**config.mk**
```make
export PLATFORM = sky130hd
export DESIGN_NAME = uart_echo_responder_flat
export DESIGN_NICKNAME = d
export VERILOG_FILES = /design/src/rtl/uart_echo_responder_if.sv /design/src/rtl/uart_echo_responder.sv /design/src/flat_wrapper.sv
export SDC_FILE = /design/constraint.sdc
export NUM_CORES = 1
export LEC_CHECK = 0
export ABC_AREA = 1
export CAP_MARGIN = 5
export CORE_MARGIN = 4
export CORE_UTILIZATION = 60
export CTS_BUF_LIST = sky130_fd_sc_hd__clkbuf_4 sky130_fd_sc_hd__clkbuf_8
export CTS_CLUSTER_DIAMETER = 80
export DETAILED_ROUTE_END_ITERATION = 8
export PLACE_DENSITY = 0.79
export SLEW_MARGIN = 20
export SYNTH_ARGS = -nofsm -noshare
export SYNTH_HDL_FRONTEND = slang
export SYNTH_SLANG_ARGS = --single-unit
```
**constraint.sdc**
```tcl
create_clock -name i_SysClock -period 6.5 [get_ports i_SysClock]
set_input_delay 1.3 -clock i_SysClock [delete_from_list [all_inputs] [get_ports i_SysClock]]
set_output_delay 1.3 -clock i_SysClock [all_outputs]
set_load 0.1 [all_outputs]
```
**src/rtl/uart_echo_responder_if.sv**
```systemverilog
`default_nettype none
// ============================================================================
//  Module   : uart_echo_responder_if
//  Purpose  : Parallel-side bundle between uart_rx / uart_tx and the echo
//             responder (receive strobe, transmit handshake, status).
//  Revision : 1.0  initial release
// ============================================================================
interface uart_echo_responder_if #(
  parameter int FIFO_AW = 4
);
  logic [7:0]       i_RxByte;
  logic             i_RxDone;
  logic             o_TxValid;
  logic [7:0]       o_TxByte;
  logic             i_TxDone;
  logic [FIFO_AW:0] o_Count;
  logic             o_Overflow;
  logic             o_Busy;

  // Responder side: consumes rx strobes and tx completion, drives tx and status
  modport slave (
    input  i_RxByte, i_RxDone, i_TxDone,
    output o_TxValid, o_TxByte, o_Count, o_Overflow, o_Busy
  );

  // Link side: uart_rx / uart_tx (or a bench standing in for them)
  modport master (
    output i_RxByte, i_RxDone, i_TxDone,
    input  o_TxValid, o_TxByte, o_Count, o_Overflow, o_Busy
  );
endinterface
`default_nettype wire

```
**src/rtl/uart_echo_responder.sv**
```systemverilog
`default_nettype none
// ============================================================================
//  Module   : uart_echo_responder
//  Purpose  : Far-end loopback. Buffers bytes from uart_rx in a circular FIFO
//             and replays them, in order, through uart_tx.
//  Revision : 1.0  initial release
// ============================================================================
module uart_echo_responder #(
  parameter int FIFO_AW = 4
) (
  input  wire logic            i_SysClock,
  input  wire logic            i_Reset,
  uart_echo_responder_if.slave bus
);

  localparam int               DEPTH  = 1 << FIFO_AW;
  localparam logic [FIFO_AW:0] C_FULL = {1'b1, {FIFO_AW{1'b0}}};

  typedef enum logic [1:0] {
    ST_IDLE  = 2'd0,
    ST_START = 2'd1,
    ST_WAIT  = 2'd2
  } state_t;

  state_t             r_state;
  state_t             w_nextState;
  logic [7:0]         r_mem [DEPTH];
  logic [FIFO_AW-1:0] r_wrPtr;
  logic [FIFO_AW-1:0] r_rdPtr;
  logic [FIFO_AW:0]   r_count;
  logic [7:0]         r_txByte;
  logic               r_overflow;

  logic w_full;
  logic w_pop;
  logic w_push;
  logic w_drop;

  // A pop frees a slot on the same edge, so a full FIFO can still accept a
  // byte when the FSM is about to launch the next frame.
  assign w_full = (r_count == C_FULL);
  assign w_pop  = (r_state == ST_IDLE) && (r_count != '0);
  assign w_push = bus.i_RxDone && (!w_full || w_pop);
  assign w_drop = bus.i_RxDone && w_full && !w_pop;

  // State register
  always_ff @(posedge i_SysClock) begin
    if (i_Reset) r_state <= ST_IDLE;
    else         r_state <= w_nextState;
  end

  // Next-state: launch on a non-empty FIFO, strobe for one cycle, wait for tx
  always_comb begin
    w_nextState = r_state;
    case (r_state)
      ST_IDLE:  if (r_count != '0) w_nextState = ST_START;
      ST_START: w_nextState = ST_WAIT;
      ST_WAIT:  if (bus.i_TxDone) w_nextState = ST_IDLE;
      default:  w_nextState = ST_IDLE;
    endcase
  end

  // FIFO storage; contents need no reset because the pointers define validity
  always_ff @(posedge i_SysClock) begin
    if (!i_Reset && w_push) r_mem[r_wrPtr] <= bus.i_RxByte;
  end

  // Pointers, occupancy, transmit byte latch and sticky overflow flag
  always_ff @(posedge i_SysClock) begin
    if (i_Reset) begin
      r_wrPtr    <= '0;
      r_rdPtr    <= '0;
      r_count    <= '0;
      r_txByte   <= 8'h00;
      r_overflow <= 1'b0;
    end else begin
      if (w_push) r_wrPtr <= r_wrPtr + 1'b1;
      if (w_pop) begin
        r_rdPtr  <= r_rdPtr + 1'b1;
        r_txByte <= r_mem[r_rdPtr];
      end
      case ({w_push, w_pop})
        2'b10:   r_count <= r_count + 1'b1;
        2'b01:   r_count <= r_count - 1'b1;
        default: r_count <= r_count;
      endcase
      if (w_drop) r_overflow <= 1'b1;
    end
  end

  assign bus.o_TxValid  = (r_state == ST_START);
  assign bus.o_TxByte   = r_txByte;
  assign bus.o_Count    = r_count;
  assign bus.o_Overflow = r_overflow;
  assign bus.o_Busy     = (r_state != ST_IDLE) || (r_count != '0);

endmodule
`default_nettype wire

```
**src/flat_wrapper.sv**
```systemverilog
// flat-port wrapper written by rule: the top's interface ports become plain ports
module uart_echo_responder_flat 
#(
  parameter int FIFO_AW = 4
)
  (i_SysClock, i_Reset, bus_i_RxByte, bus_i_RxDone, bus_i_TxDone, bus_o_TxValid, bus_o_TxByte, bus_o_Count, bus_o_Overflow, bus_o_Busy);
  uart_echo_responder_if #(.FIFO_AW(FIFO_AW)) bus_i ();
  input  wire logic i_SysClock;
  input  wire logic i_Reset;
  input wire logic [$bits(bus_i.i_RxByte)-1:0] bus_i_RxByte;
  input wire logic [$bits(bus_i.i_RxDone)-1:0] bus_i_RxDone;
  input wire logic [$bits(bus_i.i_TxDone)-1:0] bus_i_TxDone;
  output wire logic [$bits(bus_i.o_TxValid)-1:0] bus_o_TxValid;
  output wire logic [$bits(bus_i.o_TxByte)-1:0] bus_o_TxByte;
  output wire logic [$bits(bus_i.o_Count)-1:0] bus_o_Count;
  output wire logic [$bits(bus_i.o_Overflow)-1:0] bus_o_Overflow;
  output wire logic [$bits(bus_i.o_Busy)-1:0] bus_o_Busy;
  assign bus_i.i_RxByte = bus_i_RxByte;
  assign bus_i.i_RxDone = bus_i_RxDone;
  assign bus_i.i_TxDone = bus_i_TxDone;
  assign bus_o_TxValid = bus_i.o_TxValid;
  assign bus_o_TxByte = bus_i.o_TxByte;
  assign bus_o_Count = bus_i.o_Count;
  assign bus_o_Overflow = bus_i.o_Overflow;
  assign bus_o_Busy = bus_i.o_Busy;
  uart_echo_responder #(.FIFO_AW(FIFO_AW)) u_core (.i_SysClock(i_SysClock), .i_Reset(i_Reset), .bus(bus_i));
endmodule
```
==> metrics.yaml, run 1 <==
clkPwrFrac_pct: 24.4
grt_pass1_vias: 4564
ys.flop_type: "edfxtp_1"
power.share.combinational_pct: 37.1
synth_edf_count: 128
min_path_cells: 2
post_cts_buffers: 0
finalCritPeriodShare_pct: 55.0
start_util_pct: 61.8
clock_skew_ps: 12.4
synth_top_area_share_pct: 57.2
switching_share_pct: 40.0
synth_top_cells_by_count: "nand2_1, edfxtp_1, nand3_1, inv_1, dfxtp_1"
synth.ff_latch_count: 152
yosys.area.top_type: "edfxtp_1"
tightestPinTransition_ps: 983
relSlewSlack_pct: 34.2
die_h_um: 114
cp-start-kind: "flip-flop"
syn-num-nets: 710
drt_drc_violations_left: 0
cts-hold-fix-buffers: 0
cts_resized: 0
fp.dieW_um: 114
p_total_w: 0.00299
antenna_cells: 0
drv_slew: 0
hpwlAfterDp_um: 9440
drive_above_1_share_pct: 6.10
num_vias: 4648
tritoncts: "built"
clk_latency_ps: 430
antenna_found_initial: 0
end_kind: "primary output"
r2r-start: "u_core.bus.o_Count[0]"
setup_total_negative_slack_ps: 0
vdd_drop_max_mv: 0.258
drt_iter0_drc: 387
die_area_um2: 13000
io_pins: 28
ctsRootBufferMaster: "clkbuf_8"
rrSetupSlack_ps: 4030
outcome: "finished clean"
num_rows: 38
min-delay-start: "u_core.bus.o_Overflow"
grt_usage_pct: 23.5
gp_congestion: 0.909
r2r_cells: 17
grt.overflow.total: 0
synth.cell_area_um2: 6730
seqPwrFrac_pct: 38.5
p_leak_nw: 3.11
nets: 729
crit_arrival_ps: 2270
dr.pass1.iters: 5
hold_viol: 0
grt_max_degree: 67
synth_area_leaders: "edfxtp_1, nand2_1, nand3_1, dfxtp_1, inv_1"
layout_min_cycle_time_ps: 3570
syn_inst: 689
core-area_um2: 10900
finalSetupViolCount: 0
cts_sinks: 152
vias_per_cell: 5.40
critical_path_class: "reg -> out"
synthDistinctLibCells: 27
wl_per_cell_um: 16.9
power.density_nw_per_um2: 403
grt_pass1_wl_um: 22700
routed_wl_um: 14500
final_cells: 861
switchingPower_w: 0.00120
h-tree-depth: 4
synth_most_common_cell: "nand2_1"
grt_setup_unrepaired: "no"
clockBufferDepth: 2
hold_class: "reg -> reg"
worst_ep_required_time_ps: 5200
syn_area_per_cell_um2: 9.76
synthArstFlopShare_pct: 0
cp_max_fo: 4
synth-seq-area-share_pct: 64.3
fmaxAchievable_mhz: 280
ant_nets: 0
holdPathEnd: "u_core.bus.o_Overflow"
dp_cells: 829
syn_to_final_growth_pct: 10.4
cts-buffers-inserted: 17
cap_violations: 0
fin_util_pct: 68.2
fill_cells: 829
p_int_w: 0.00180
synth_warnings: 0
r2r-end: "u_core.bus.o_Count[4]"
port_buffers: 27
clk_pin_slew_worst_paths_ps: 70
registers in the layout, indices dropped and copies added, names as in the netlist:
name / cells
u_core.bus.o_Count: 5
u_core.bus.o_Overflow: 1
u_core.bus.o_TxByte: 8
u_core.r_mem: 128
u_core.r_rdPtr: 4
u_core.r_state: 2
u_core.r_wrPtr: 4
layout make-up:
class,instances,area [um2],area share [%]
flip-flops and latches,152,4330,58.2
multi-input cells,403,1830,24.6
inverters,105,395,5.32
repair buffers,29,285,3.84
clock buffers,20,263,3.54
well taps,140,175,2.36
clock inverters,12,153,2.06
cell usage in the layout (no fill, tap or decap), types with 2 or more instances in the layout:
cell | Yosys | routed
dfxtp_1 | 24 | 23
clkbuf_8 | 0 | 18
a21oi_1 | 21 | 21
buf_4 | 7 | 2
inv_2 | 4 | 3
clkinv_4 | 0 | 2
inv_1 | 99 | 99
clkbuf_4 | 0 | 2
edfxtp_1 | 128 | 128
nand2_1 | 228 | 228
o21ai_0 | 7 | 7
clkinv_1 | 2 | 2
clkinvlp_4 | 0 | 4
bufinv_16 | 0 | 3
nor2_1 | 21 | 21
ha_1 | 9 | 9
nand3_1 | 100 | 100
clkdlybuf4s50_1 | 0 | 27
xor2_1 | 6 | 6
clkinv_2 | 0 | 4
nand2_2 | 2 | 2
worst max-delay path, cell delays in order (launching register included):
cell and delay, ps:
dfxtp_1 380, inv_1 80, nand2_1 120, nor3_4 60
nand3_1 70, clkdlybuf4s50_1 1130
per-stage QoR:
step           setup WS, ps  hold WS (ps)  cell area [um2]
3_3_place_gp           2960           443             7010
4_1_cts                2890           454             7430
2_1_floorplan          3140           472             6730
6_report               2930           457             7430
5_1_grt                2800           491             7430
3_5_place_dp           2790           443             7010
cells by family (layout without fill, tap and decap cells):
family | count (synthesis) | after routing | share of synthesized area [%]
flip-flops | 152 | 152 | 64.3
adder cells (fa/ha/maj) | 9 | 9 | 1.67
XOR/XNOR | 7 | 7 | 0.912
AND/OR/NAND/NOR | 356 | 356 | 22.2
buffers and inverters | 134 | 166 | 8.48
AO/OA/AOI/OAI | 31 | 31 | 2.42
how the worst max path moves through the flow:
stage	start	end	slack, ps	cells after the start
3_5_place_dp	i_Reset	u_core.r_mem[1][6]	2790	4
2_1_floorplan	u_core.bus.o_Count[0]	bus_o_Busy	3140	4
3_3_place_gp	i_Reset	u_core.r_mem[6][0]	2960	4
4_1_cts	u_core.bus.o_Count[0]	bus_o_Busy	2890	5
5_1_grt	u_core.bus.o_Count[0]	bus_o_Busy	2800	5
6_report	u_core.bus.o_Count[0]	bus_o_Busy	2930	5
routing by layer:
metal,share of wire (%),up-vias,routed length (um),global-route usage [%]
met5,0,-,0,0
met1,39,2172,5670,28.4
met4,2.4,0,346,8.71
met3,7.9,30,1150,6.10
met2,51,185,7350,40.6
li1,-,2261,-,-
power groups by stage:
stage                     clock (W)  combinational, W  sequential (W)
after floorplan                   0          0.000674         0.00138
after global placement            0           0.00106         0.00117
after detailed placement          0           0.00110         0.00117
after CTS                  0.000737           0.00110         0.00115
after global routing       0.000787           0.00121         0.00116
final                      0.000729           0.00111         0.00115
No activity file was read; power rests on OpenSTA's default activity.
==> run 2, diff against run 1 <==
clock period = 3.7 ns   (was 6.5 ns; I/O delays follow)
==> run 2 against run 1 <==
Effect of this change:
- wire length down 0.36%
- sequential cell count unchanged
- register-to-register slack worse by 2900 ps
- clock power up 87%
- combinational power up 76%
- clock-buffer cell count unchanged
- critical path type unchanged
- largest cell class unchanged
- largest power group unchanged
==> metrics.yaml, run 2 (same netlist as run 1, synthesis figures left out) <==
dr.pass1.iters: 5
tritoncts: "built"
ctsRootBufferMaster: "clkbuf_8"
grt_max_degree: 67
crit_arrival_ps: 2120
drv_slew: 0
die_area_um2: 13000
hold_viol: 0
p_leak_nw: 3.13
clock_skew_ps: 11.8
hold_class: "reg -> reg"
grt_usage_pct: 23.6
clockBufferDepth: 2
num_vias: 4736
final_common_cell: "nand2_1"
critPathBufInv: 2
power.density_nw_per_um2: 716
layout_common_cells: "nand2_1, edfxtp_1, nand3_1"
cap_violations: 0
routed_wl_um: 14500
hold_ws_ps: 469
finalCritPeriodShare_pct: 77.4
fp.dieW_um: 114
die_h_um: 114
end_kind: "primary output"
finalSetupViolCount: 0
clk_latency_ps: 450
drive_above_1_share_pct: 6.37
layout_min_cycle_time_ps: 2860
drt_drc_violations_left: 0
cp_top_family: "buffers and inverters"
cts-hold-fix-buffers: 0
start_util_pct: 61.8
grt.overflow.total: 0
vdd_drop_max_mv: 1.02
drt_iter0_drc: 423
core-area_um2: 10900
crit_chain: "inv_1, nor2_1, clkdlybuf4s50_1"
relSlewSlack_pct: 28.4
io_pins: 28
grt_pass1_wl_um: 23100
largest_register_ffs: 128
antenna_found_initial: 0
slowest_delay_ps: 1150
outcome: "finished clean"
cts_sinks: 152
setup_total_negative_slack_ps: 0
post_cts_buffers: 0
grt_setup_unrepaired: "no"
syn_to_final_growth_pct: 10.9
ant_nets: 0
cp-start-kind: "flip-flop"
hpwlAfterDp_um: 9200
gp_congestion: 0.839
p_total_w: 0.00534
tightestPinTransition_ps: 1070
top_register: "u_core.r_mem"
vias_per_cell: 5.49
cts_resized: 0
antenna_cells: 0
grt_pass1_vias: 4682
cts-buffers-inserted: 17
worst_ep_required_time_ps: 2960
wl_per_cell_um: 16.8
num_rows: 38
clk_pin_slew_worst_paths_ps: 80
cp_max_fo: 3
critical_path_class: "reg -> out"
slowest_stage: "clkdlybuf4s50_1"
fmaxAchievable_mhz: 349
port_buffers: 27
h-tree-depth: 4
nets: 730
-- run 2: routing by layer --
metal	track usage (%)	vias up	wire length, um
met5	0	-	0
met2	38.9	217	7120
met4	9.11	0	383
met3	6.42	39	1140
li1	-	2258	-
met1	30.0	2222	5820
-- run 2: layout make-up --
class	count	area, um2
flip-flops and latches	152	4330
fillers	816	3430
multi-input cells	403	1830
inverters	105	395
repair buffers	30	290
clock buffers	20	263
clock inverters	12	176
well taps	140	175
-- run 2: where the power goes --
part           total, W  leakage, nW  internal, W  switching, W
logic           0.00195         1.56     0.000509       0.00145
clock network   0.00136        0.220     0.000766      0.000592
registers       0.00203         1.35      0.00195     0.0000801
total           0.00534         3.13      0.00322       0.00212
-- run 2: tightest hold or removal path: stages (launching register included) --
cell	delay [ps]
dfxtp_1	320
inv_1	50
a21oi_1	50
-- run 2: path summary, 6_finish.rpt --
| kind | cells after the start | startpoint | slack [ps] | to |
|---|---|---|---|---|
| setup reg to reg | 17 | u_core.bus.o_Count[0] | 1170 | u_core.bus.o_Count[4] |
| hold reg to reg | 2 | u_core.bus.o_Overflow | 470 | u_core.bus.o_Overflow |
| setup / recovery | 3 | u_core.r_state[0] | 840 | bus_o_TxValid |
| hold / removal | 2 | u_core.bus.o_Overflow | 470 | u_core.bus.o_Overflow |
-- run 2: per-stage QoR --
stage	setup WS, ps	utilization [%]	cell area [um2]	std cells
floorplan	858	-	6730	689
global placement	1050	64.4	7020	830
detailed placement	970	64.4	7020	830
CTS	820	68.5	7450	862
global route	740	68.5	7460	862
finish	837	68.5	7460	862
==> run 3, diff against run 2 <==
CORE_UTILIZATION = 57   (was 60)
clock period = 2.6 ns   (was 3.7 ns; I/O delays follow)
==> run 3 against run 2 <==
Effect of this change:
- critical path depth is 14 higher
- die area up 4.9%
- non-clock buffer count is 22 higher
==> metrics.yaml, run 3 (same netlist as run 1, synthesis figures left out) <==
outcome: "finished clean"
crit_chain: "inv_1, nand2_1, nor3_4, nand2_2, nand2_4, inv_2, ha_1, xor2_1, ha_1, inv_1, nand2_1, nand3_1, nand2_1, nand2_1, nand2_1, nand2_1, a21oi_1"
slowest_stage: "dfxtp_2"
routed_wl_um: 14200
layout_common_cells: "nand2_1, edfxtp_1, nand3_1"
num_vias: 4699
nets: 752
drt_drc_violations_left: 0
drv_slew: 0
end_kind: "flip-flop"
crit_arrival_ps: 2670
cp_max_fo: 12
post_cts_buffers: 0
cap_violations: 0
ant_nets: 0
largest_register_ffs: 128
final_cells: 887
hold_class: "reg -> reg"
grt_pass1_vias: 4546
dp_cells: 855
ctsRootBufferMaster: "clkbuf_8"
antenna_cells: 0
wl_per_cell_um: 16.0
power.density_nw_per_um2: 981
cts-buffers-inserted: 17
worst_path_most_repeated_cell: "nand2_1"
relSlewSlack_pct: 50.8
clock_skew_ps: 8.79
io_pins: 28
grt_usage_pct: 22.5
vias_per_cell: 5.30
h-tree-depth: 4
cts_resized: 0
clk_latency_ps: 450
grt_max_degree: 67
die_area_um2: 13600
hold_viol: 0
multi_input_area_um2: 1830
cts-hold-fix-buffers: 0
slowest_delay_ps: 350
drive_above_1_share_pct: 11.7
antenna_found_initial: 0
fmaxAchievable_mhz: 437
grt_setup_unrepaired: "no"
cts_sinks: 152
gp_congestion: 0.856
grt.overflow.total: 0
p_leak_nw: 3.24
cp_top_family: "simple AND/OR/NAND/NOR gates"
vdd_drop_max_mv: 0.849
start_util_pct: 58.6
critPathBufInv: 3
cp-start-kind: "flip-flop"
die_h_um: 117
setup_total_negative_slack_ps: 0
seq_area_um2: 4330
port_buffers: 27
grt_pass1_wl_um: 22600
core-area_um2: 11500
clockBufferDepth: 2
finalCritPeriodShare_pct: 87.9
layout_min_cycle_time_ps: 2290
worst_ep_required_time_ps: 2980
fp.dieW_um: 117
tightestPinTransition_ps: 736
clk_pin_slew_worst_paths_ps: 80
fill_cells: 883
num_rows: 39
critical_path_class: "reg -> reg"
top_register: "u_core.r_mem"
drt_iter0_drc: 411
final_common_cell: "nand2_1"
syn_to_final_growth_pct: 12.2
hpwlAfterDp_um: 9360
tritoncts: "built"
dr.pass1.iters: 6
finalSetupViolCount: 0
-- run 3: cell type report --
class                           instances  share of cell area [%]
Sequential cell                       152                    57.4
Multi-Input combinational cell        403                    24.3
Timing Repair Buffer                   52                    5.70
Inverter                              105                    5.22
Clock buffer                           18                    3.20
Tap cell                              143                    2.37
Clock inverter                         14                    1.82
-- run 3: tightest hold or removal path: stages (launching register included) --
cell	delay [ps]
dfxtp_1	320
inv_1	50
a21oi_1	50
-- run 3: worst paths after layout --
| kind | from | end | slack (ps) | depth (start not counted) |
|---|---|---|---|---|
| worst max-delay path | u_core.bus.o_Count[0] | u_core.bus.o_Count[4] | 310 | 17 |
| worst min-delay path | u_core.bus.o_Overflow | u_core.bus.o_Overflow | 460 | 2 |
| worst max register to register | u_core.bus.o_Count[0] | u_core.bus.o_Count[4] | 310 | 17 |
| worst min register to register | u_core.bus.o_Overflow | u_core.bus.o_Overflow | 460 | 2 |
-- run 3: routing by layer --
metal / GRT usage [%] / part of all wire [%]
met1: 28.5 / 41
met2: 37.2 / 50
met3: 4.92 / 6.1
met4: 10.1 / 3.1
met5: 0 / 0
-- run 3: stage by stage --
step                      area [um2]  utilization (%)  setup WS (ps)  hold slack [ps]  power (W)
after global placement          7170             62.5            264              438    0.00566
after floorplan                 6730                -            145              472    0.00513
after CTS                       7540             65.8            317              459    0.00742
final                           7540             65.8            314              457    0.00740
after detailed placement        7170             62.5            213              446    0.00573
after global routing            7540             65.8           41.1              481    0.00783
-- run 3: power by group --
part	switching, W	internal (W)	total, W
Combinational	0.00204	0.000749	0.00279
Sequential	0.000133	0.00278	0.00291
Clock	0.000914	0.000789	0.00170
